`src/rtl/fpaddsub_normalize_shift.sv`:
```
// fpaddsub_normalize_shift: post-addition normalizer for the single-precision
// FP adder/subtractor. It counts leading zeros on the raw 25-bit mantissa sum
// and normalizes it with a coarse left shift (16 | 12/8/4) in stage 1 and a
// fine left shift (3/2/1/0) in stage 2. On carry-out it shifts right by one
// instead. The exponent is adjusted to match, and zero, underflow and
// overflow are flagged.
// Optional feature macro: FPADDSUB_NORM_STICKY_EN adds the i_sticky/o_sticky
// ports and folds the carry-path dropped LSB into the sticky bit.
module fpaddsub_normalize_shift (
  input  logic        clk,
  input  logic        rst,
  input  logic        i_valid,
  output logic        i_ready,
  input  logic [24:0] i_sum,
  input  logic [7:0]  i_exp,
`ifdef FPADDSUB_NORM_STICKY_EN
  input  logic        i_sticky,
  output logic        o_sticky,
`endif
  output logic        o_valid,
  input  logic        o_ready,
  output logic [22:0] o_mant,
  output logic [7:0]  o_exp,
  output logic        o_zero,
  output logic        o_uflow,
  output logic        o_ovf
);

  // Leading-zero count of a 24-bit value; 24 means the value is all zeros.
  function automatic logic [4:0] lzc24(input logic [23:0] v);
    logic [4:0] n;
    logic       found;
    n     = 5'd24;
    found = 1'b0;
    for (int i = 23; i >= 0; i--) begin
      if (!found && v[i]) begin
        n     = 5'(23 - i);
        found = 1'b1;
      end
    end
    return n;
  endfunction

  // Handshake: a stage may load when it is empty or its content moves on.
  logic adv1_s, adv2_s;
  logic v1_r, v2_r;

  assign adv2_s  = !v2_r || o_ready;
  assign adv1_s  = !v1_r || adv2_s;
  assign i_ready = adv1_s;
  assign o_valid = v2_r;

  // Stage 1 signals.
  logic [4:0]  lzc_s;
  logic [23:0] shift16_s;
  logic [23:0] coarse_s;
  logic [23:0] m1_next_s;
  logic [1:0]  fine_next_s;
  logic [8:0]  exp9_next_s;
  logic        zero_next_s;
  logic        carry_s;

  logic [23:0] m1_r;
  logic [1:0]  fine1_r;
  logic [8:0]  exp9_1_r;
  logic        zero1_r;
  logic        carry1_r;

  assign lzc_s = lzc24(i_sum[23:0]);

  // Stage 1 datapath: pick the carry right shift or LZC coarse left shift.
  always_comb begin
    carry_s     = i_sum[24];
    // Two-level coarse shifter: optional 16, then 0/4/8/12.
    shift16_s   = lzc_s[4] ? {i_sum[7:0], 16'h0000} : i_sum[23:0];
    coarse_s    = shift16_s << {lzc_s[3:2], 2'b00};
    m1_next_s   = 24'h000000;
    fine_next_s = 2'b00;
    exp9_next_s = 9'h000;
    zero_next_s = 1'b0;
    if (carry_s) begin
      m1_next_s   = i_sum[24:1];
      fine_next_s = 2'b00;
      exp9_next_s = {1'b0, i_exp} + 9'd1;
      zero_next_s = 1'b0;
    end else begin
      m1_next_s   = coarse_s;
      fine_next_s = lzc_s[1:0];
      exp9_next_s = {1'b0, i_exp} - {4'b0000, lzc_s};
      zero_next_s = (lzc_s == 5'd24);
    end
  end

`ifdef FPADDSUB_NORM_STICKY_EN
  logic sticky1_r;

  // Stage 1 sticky: incoming sticky plus the LSB lost on the carry shift.
  always_ff @(posedge clk) begin
    if (rst) begin
      sticky1_r <= 1'b0;
    end else if (adv1_s && i_valid) begin
      sticky1_r <= i_sticky | (i_sum[24] & i_sum[0]);
    end
  end

  // Stage 2 sticky: carried alongside the data, untouched by left shifts.
  always_ff @(posedge clk) begin
    if (rst) begin
      o_sticky <= 1'b0;
    end else if (adv2_s && v1_r) begin
      o_sticky <= sticky1_r;
    end
  end
`endif

  // Stage 1 registers: capture a beat only on a valid handshake.
  always_ff @(posedge clk) begin
    if (rst) begin
      v1_r     <= 1'b0;
      m1_r     <= 24'h000000;
      fine1_r  <= 2'b00;
      exp9_1_r <= 9'h000;
      zero1_r  <= 1'b0;
      carry1_r <= 1'b0;
    end else if (adv1_s) begin
      v1_r <= i_valid;
      if (i_valid) begin
        m1_r     <= m1_next_s;
        fine1_r  <= fine_next_s;
        exp9_1_r <= exp9_next_s;
        zero1_r  <= zero_next_s;
        carry1_r <= carry_s;
      end
    end
  end

  // Stage 2 signals.
  logic [23:0] shifted_s;
  logic        uflow_s;
  logic [22:0] mant_next_s;
  logic [7:0]  exp_next_s;
  logic        zero_s, uflow_flag_s, ovf_s;

  // Stage 2 datapath: fine shift, then apply flags in priority order.
  always_comb begin
    shifted_s    = m1_r << fine1_r;
    // exp9 <= 0 as a signed 9-bit quantity: negative wrap or exactly zero.
    uflow_s      = exp9_1_r[8] || (exp9_1_r == 9'h000);
    mant_next_s  = shifted_s[22:0];
    exp_next_s   = exp9_1_r[7:0];
    zero_s       = 1'b0;
    uflow_flag_s = 1'b0;
    ovf_s        = 1'b0;
    if (zero1_r) begin
      mant_next_s = 23'h000000;
      exp_next_s  = 8'h00;
      zero_s      = 1'b1;
    end else if (uflow_s) begin
      mant_next_s  = 23'h000000;
      exp_next_s   = 8'h00;
      uflow_flag_s = 1'b1;
    end else if (carry1_r && (exp9_1_r == 9'd255)) begin
      mant_next_s = 23'h000000;
      exp_next_s  = 8'hFF;
      ovf_s       = 1'b1;
    end else begin
      mant_next_s = shifted_s[22:0];
      exp_next_s  = exp9_1_r[7:0];
    end
  end

  // Stage 2 output registers: hold while stalled, load when stage 1 moves.
  always_ff @(posedge clk) begin
    if (rst) begin
      v2_r    <= 1'b0;
      o_mant  <= 23'h000000;
      o_exp   <= 8'h00;
      o_zero  <= 1'b0;
      o_uflow <= 1'b0;
      o_ovf   <= 1'b0;
    end else if (adv2_s) begin
      v2_r <= v1_r;
      if (v1_r) begin
        o_mant  <= mant_next_s;
        o_exp   <= exp_next_s;
        o_zero  <= zero_s;
        o_uflow <= uflow_flag_s;
        o_ovf   <= ovf_s;
      end
    end
  end

endmodule

```
`config.mk`:
```
export PLATFORM = sky130hd
export DESIGN_NAME = fpaddsub_normalize_shift
export DESIGN_NICKNAME = d
export VERILOG_FILES = /design/src/rtl/fpaddsub_normalize_shift.sv
export SDC_FILE = /design/constraint.sdc
export NUM_CORES = 1
export LEC_CHECK = 0
export CAP_MARGIN = 20
export CORE_MARGIN = 8
export CORE_UTILIZATION = 54
export DETAILED_ROUTE_END_ITERATION = 8
export MAX_ROUTING_LAYER = met4
export PLACE_DENSITY = 0.8
export SKIP_LAST_GASP = 1
export SLEW_MARGIN = 20
export SYNTH_ARGS = -nofsm -noshare
export SYNTH_HDL_FRONTEND = slang
export SYNTH_SLANG_ARGS = --single-unit
```
`constraint.sdc`:
```
create_clock -name clk -period 7 [get_ports clk]
set_clock_uncertainty 0.2 [all_clocks]
set_input_delay 2.1 -clock clk [delete_from_list [all_inputs] [get_ports clk]]
set_output_delay 2.1 -clock clk [all_outputs]
set_load 0.01 [all_outputs]
```
* After elaboration in Yosys (flattened, before gate mapping) *
Cells that the tools add are included.
W data, S select, Z words.

storage, ports and cells
  output and inout port bits = 36
  word-level logic and storage cells = 137
  bits in registers = 73
  input bits = 37

cells by class
  equal/unequal tests = 2
  multiplexer cells = 64
  shift operators = 2
  add/sub/neg operators = 2
  reduce and logical (&&, ||, !) cells = 55

operator list
  operator               count
  $mux W5                24
  $mux W23               3
  $mux W24               2
  $mux W1                30
  $logic_not A1 Y1       25
  $logic_and A1 B1 Y1    24
  $mux W8                3
  $shl A24 B2 Y23        1
  $shl A24 B4 Y24        1
  $add A8 B1 Y9 const B  1
  $eq A9 B8 Y1 const B   1
  $logic_not A9 Y1       1
  $mux W9                1
  $sub A8 B5 Y9          1
  $eq A5 B5 Y1 const B   1
  $reduce_and A2 Y1      2
  $logic_or A1 B1 Y1     3
  $mux W2                1

* Depth between registers and ports, before layout *
Gate-level depths: netlist of run 1.

  depth after elaboration = 73
  mapped depth = 19
  depth with buffers taken out = 17

* Least setup slack after synthesis of run 1 *
OpenSTA, ideal clock, no wires.

  path type = in2reg
  from = input i_sum[23]
  to = register exp9_1_r[8]
  buffers on the path = 2
  setup time = 63 ps
  path slack = 1194 ps
  data required time = 6737 ps
  arrival = 5543 ps
  stages = 19
  cell sequence = clkbuf_1 > or4_1 > clkbuf_1 > nor4_4 > nand4b_1 > o21ai_1 > nor2_1 > a41oi_1 > or2_2 > ha_1 > inv_1 > fa_1 > nor2b_1 > o21ai_0 > a21boi_0 > o21ai_0 > a211o_1 > nor4_1 > nand3b_1

on the way
  word-level cells in the longest chain between the ends = 72
  elaborated cells between the ends (all ways) = 95
  classes of those cells = add/sub (1); mux (48); reduce/logical (46)

RTL lines
  what                  RTL line  source
  from (decl)           14        input logic [24:0] i_sum,
  $mux W1               36        if (!found && v[i]) begin
  $logic_not A1 Y1      36
  $logic_and A1 B1 Y1   36
  $mux W1               36
  $logic_not A1 Y1      36
  $logic_and A1 B1 Y1   36
  $mux W1               36
  $logic_not A1 Y1      36
  [56 not listed]       n/a
  $logic_not A1 Y1      36
  $logic_and A1 B1 Y1   36
  $mux W1               36
  $logic_not A1 Y1      36
  $logic_and A1 B1 Y1   36
  $mux W5 *             36
  $sub A8 B5 Y9 *       89        exp9_next_s = {1'b0, i_exp} - {4'b0000, lzc_s};
  $mux W9 *             81        if (carry_s) begin
  to (signal assigned)  130       exp9_1_r <= exp9_next_s;
  to (decl)             65        logic [8:0] exp9_1_r;

Every way passes the cells marked *; elsewhere a longest branch is shown, timed or not.
A chain may end at the register's enable or synchronous reset.

* Worst setup path after layout of run 1 *
  from = input i_sum[14]
  to = register exp9_1_r[8]

on the way
  word-level cells in the longest chain between the ends = 46
  elaborated cells between the ends (all ways) = 60
  classes of those cells = add/sub (1); mux (30); reduce/logical (29)

RTL lines
  what                   RTL line
  $logic_and A1 B1 Y1 *  36
  $mux W1                36
  $logic_not A1 Y1       36
  $logic_and A1 B1 Y1    36
  $mux W1                36
  $logic_not A1 Y1       36
  $logic_and A1 B1 Y1    36
  $mux W1                36
  [30 not listed]        n/a
  $logic_not A1 Y1       36
  $logic_and A1 B1 Y1    36
  $mux W1                36
  $logic_not A1 Y1       36
  $logic_and A1 B1 Y1    36
  $mux W5 *              36
  $sub A8 B5 Y9 *        89
  $mux W9 *              81

Marks and branches as above.

==> impl_metrics.tcl, run 1 <==
set metrics [dict create \
    status "finished, final reports clean" \
    fin_setup_tns_ns 0 \
    coreArea_um2 7767 \
    period_share 0.9162 \
    yosysSeqAreaShare 0.3307 \
    synthMuxAreaShare 0.1099 \
    synth_top_flop_cell "dfxtp_1" \
    slowest_stage "or4_1" \
    cts_buffers 9 \
    drive_gt1_frac 0.1120 \
    synth-xor-area-share 0.008037 \
    maxSlewHeadroom 0.2650 \
    clkTransAtPathRegs_ns 0.07 \
    synth_edf_count 0 \
    cpLargestDelayFamily "simple AND/OR/NAND/NOR gates" \
    cts_buffer_depth 2 \
    die_h_um 105.8 \
    synth-seq-cells 72 \
    wl_per_cell_um 19.03 \
    num_io_pins 73 \
    grt_max_degree 74 \
    first_iter_violations 382 \
    slew_viol_final 0 \
    dr.max_layer_used "met4" \
    nets 640 \
    ys_types 64 \
    die-area_um2 11200 \
    synth_compound_area_frac 0.2359 \
    post_dp_cell_area_um2 5174 \
    crit_chain "clkdlybuf4s50_1 -> or4_1 -> nor4_4 -> nand4b_1 -> o21ai_1 -> nor2_1 -> a41oi_1 -> or2_2 -> ha_1 -> inv_1 -> fa_1 -> nor2b_1 -> o21ai_0 -> a21boi_0 -> o21ai_0 -> a211o_1 -> nor4_1 -> nand3b_1" \
    ant_nets 0 \
    antenna_found_initial 0 \
    ys_warn_count 0 \
    htreeDepth 3 \
    cts_root_buffer "clkbuf_8" \
    instances_no_fill 700 \
    synth_fa_ha_area_frac 0.03042 \
    hold_path_class "reg2reg" \
    ctsHoldBuffers 0 \
    syn-instance-count 533 \
    synth_area_per_cell_um2 8.179 \
    cts-resized-gates 0 \
    worst_path_most_repeated_cell "o21ai_0" \
    hpwl_mm 9.915 \
    max-cap-violations 0 \
    async_flop_share 0 \
    irDropWorstVdd_v 0.00007874 \
    grt-ovfl-total 0 \
    drt-pass1-iter-count 5 \
    floorplan.initialDensity 0.5612 \
    synth_top_family_by_area "compound AO/OA/AOI/OAI gates" \
    routed_wl_mm 13.32 \
    grt_pass1_vias 4242 \
    worst_setup_path_end_kind "flip-flop" \
    arrival_ns 6.50 \
    powerDensity_nw_per_um2 186.7 \
    drc_errors 0 \
    netlist_area_um2 4359 \
    io_buffers 72 \
    fmax_mhz 155.9 \
    finalHoldViolCount 0 \
    vias 4452 \
    leakagePower_nw 1.990 \
    wl_met2_mm 6.205 \
    fillers 613 \
    finalSetupViolations 0 \
    worst_pin_slew_ns 1.101 \
    post_cts_buffers 0 \
    fp-row-count 32 \
    diodes 0 \
    cts_tree "done" \
    wl_met1_mm 5.686 \
    gp_congestion 0.9212 \
    rsz0062_at_grt "no" \
    path_buf_inv 2 \
    dp.cells 684 \
    startpoint_type "primary input" \
    wl_met3_um 924 \
    syn2layout_area_growth_pct 23.25 \
    clkSinkCount 72 \
    critPathKind "in2reg" \
    grt_pass1_wl_mm 21.96 \
    required_ns 7.09 \
    cpPeakStageDelay_ns 0.76 \
    globalRouteTotalUtil 0.2471 \
    cp_max_fo 8 \
    min_period_ns 6.414 \
    finalInstanceArea_um2 5373 \
    die_w_um 105.8 \
    vias_per_cell 6.360 \
    yosys.area_share.simple 0.2354 \
    final_util 0.6917 \
    clock_latency_ns 0.34 \
    synth.net_count 580 \
]
## final cells by class
class,instances,area (um^2),area share
clock buffer,13,158.9,0.02958
clock inverter,3,40.04,0.007452
inverter,10,37.54,0.006986
multi-input combinational,408,2701,0.5028
sequential,72,1441,0.2683
tap,102,127.6,0.02375
timing repair buffer,92,865.8,0.1612
## cell usage after synthesis (5+ instances only)
cell,n,area share
buf_2,5,0.0057
ha_1,9,0.026
nor2b_1,11,0.016
a22oi_1,33,0.057
mux4_2,17,0.088
o21ai_1,5,0.0057
clkbuf_1,32,0.028
nor2_1,98,0.084
nor4_1,7,0.010
a21oi_1,37,0.042
dfxtp_1,72,0.33
o21ai_0,17,0.020
a221o_1,8,0.018
inv_1,10,0.0086
a211oi_1,13,0.022
nand2_1,51,0.044
nor3_1,22,0.025
## final timing paths
kind,slack [ns],start,cells past startpoint,endpoint
max,0.59,i_sum[14],18,exp9_1_r[8]
min,0.26,o_mant[2],2,o_mant[2]
max reg2reg,4.26,o_valid,9,o_mant[0]
min reg2reg,0.26,o_mant[2],2,o_mant[2]
## logic make-up (layout without fill, tap and decap cells)
| family | count (synthesis) | in the layout |
|---|---|---|
| compound gates | 148 | 148 |
| xor+xnor | 4 | 4 |
| buf+inv | 53 | 118 |
| fa+ha+maj | 10 | 10 |
| simple gates | 220 | 220 |
| flops | 72 | 72 |
| mux | 26 | 26 |
## registers in the layout, indices dropped and copies added, names as in the netlist
register,flops
o_exp,8
fine1_r,2
m1_r,23
exp9_1_r,9
zero1_r,1
o_valid,1
o_zero,1
v1_r,1
o_uflow,1
carry1_r,1
o_mant,23
o_ovf,1
## report_power, final
group | leakage [nW] | switching (mW) | internal, mW | total (mW)
sequential | 0.589 | 0.0226 | 0.433 | 0.455
clock | 0.103 | 0.144 | 0.183 | 0.328
combinational | 1.30 | 0.118 | 0.102 | 0.220
total | 1.99 | 0.285 | 0.718 | 1.00
## cells in the final DEF (no fill, tap or decap), types with 4 or more instances in the layout
master	n
nand3b_1	4
a211oi_1	13
xnor2_1	4
ha_1	9
nand2_1	51
a21oi_1	37
nor3_1	22
nand2b_1	4
mux2i_1	4
a22oi_1	33
clkdlybuf4s50_1	71
mux2_2	4
clkbuf_8	11
o21ai_0	17
nor2_1	98
buf_4	20
o21ai_1	5
mux4_2	17
nor4_1	7
a221o_1	8
a221oi_1	4
inv_1	10
dfxtp_1	72
nor2b_1	11
## routing by layer
metal	up-vias	track usage
met5	-	-
met4	0	0.1156
met3	43	0.04568
met2	225	0.3798
met1	2101	0.3073
li1	2083	-
## worst register-to-register path: stages (launching register included)
cell	delay (ns)
dfxtp_1	0.31
nor2b_1	0.15
nand2b_1	0.14
buf_4	0.25
nor3b_2	0.59
nor2b_1	0.23
buf_4	0.27
nor4b_1	0.36
a21oi_1	0.07
nor2_1	0.11
## metrics by stage
step | setup slack, ns | power (mW) | hold WS, ns
floorplan | 1.194 | 0.5937 | 0.2364
global placement | 0.4181 | 0.6722 | 0.2396
detailed placement | 0.2991 | 0.6796 | 0.2542
CTS | 0.6559 | 1.005 | 0.2646
global route | 0.2081 | 1.051 | 0.2943
finish | 0.5863 | 1.003 | 0.2619
No activity file was read; power rests on OpenSTA's default activity.
==> run 2: changes to the inputs <==
ABC_CLOCK_PERIOD_IN_PS = 7000   (was not set)
==> results of run 2 <==
No change in the layout: final DEF, timing and power equal those of run 1.
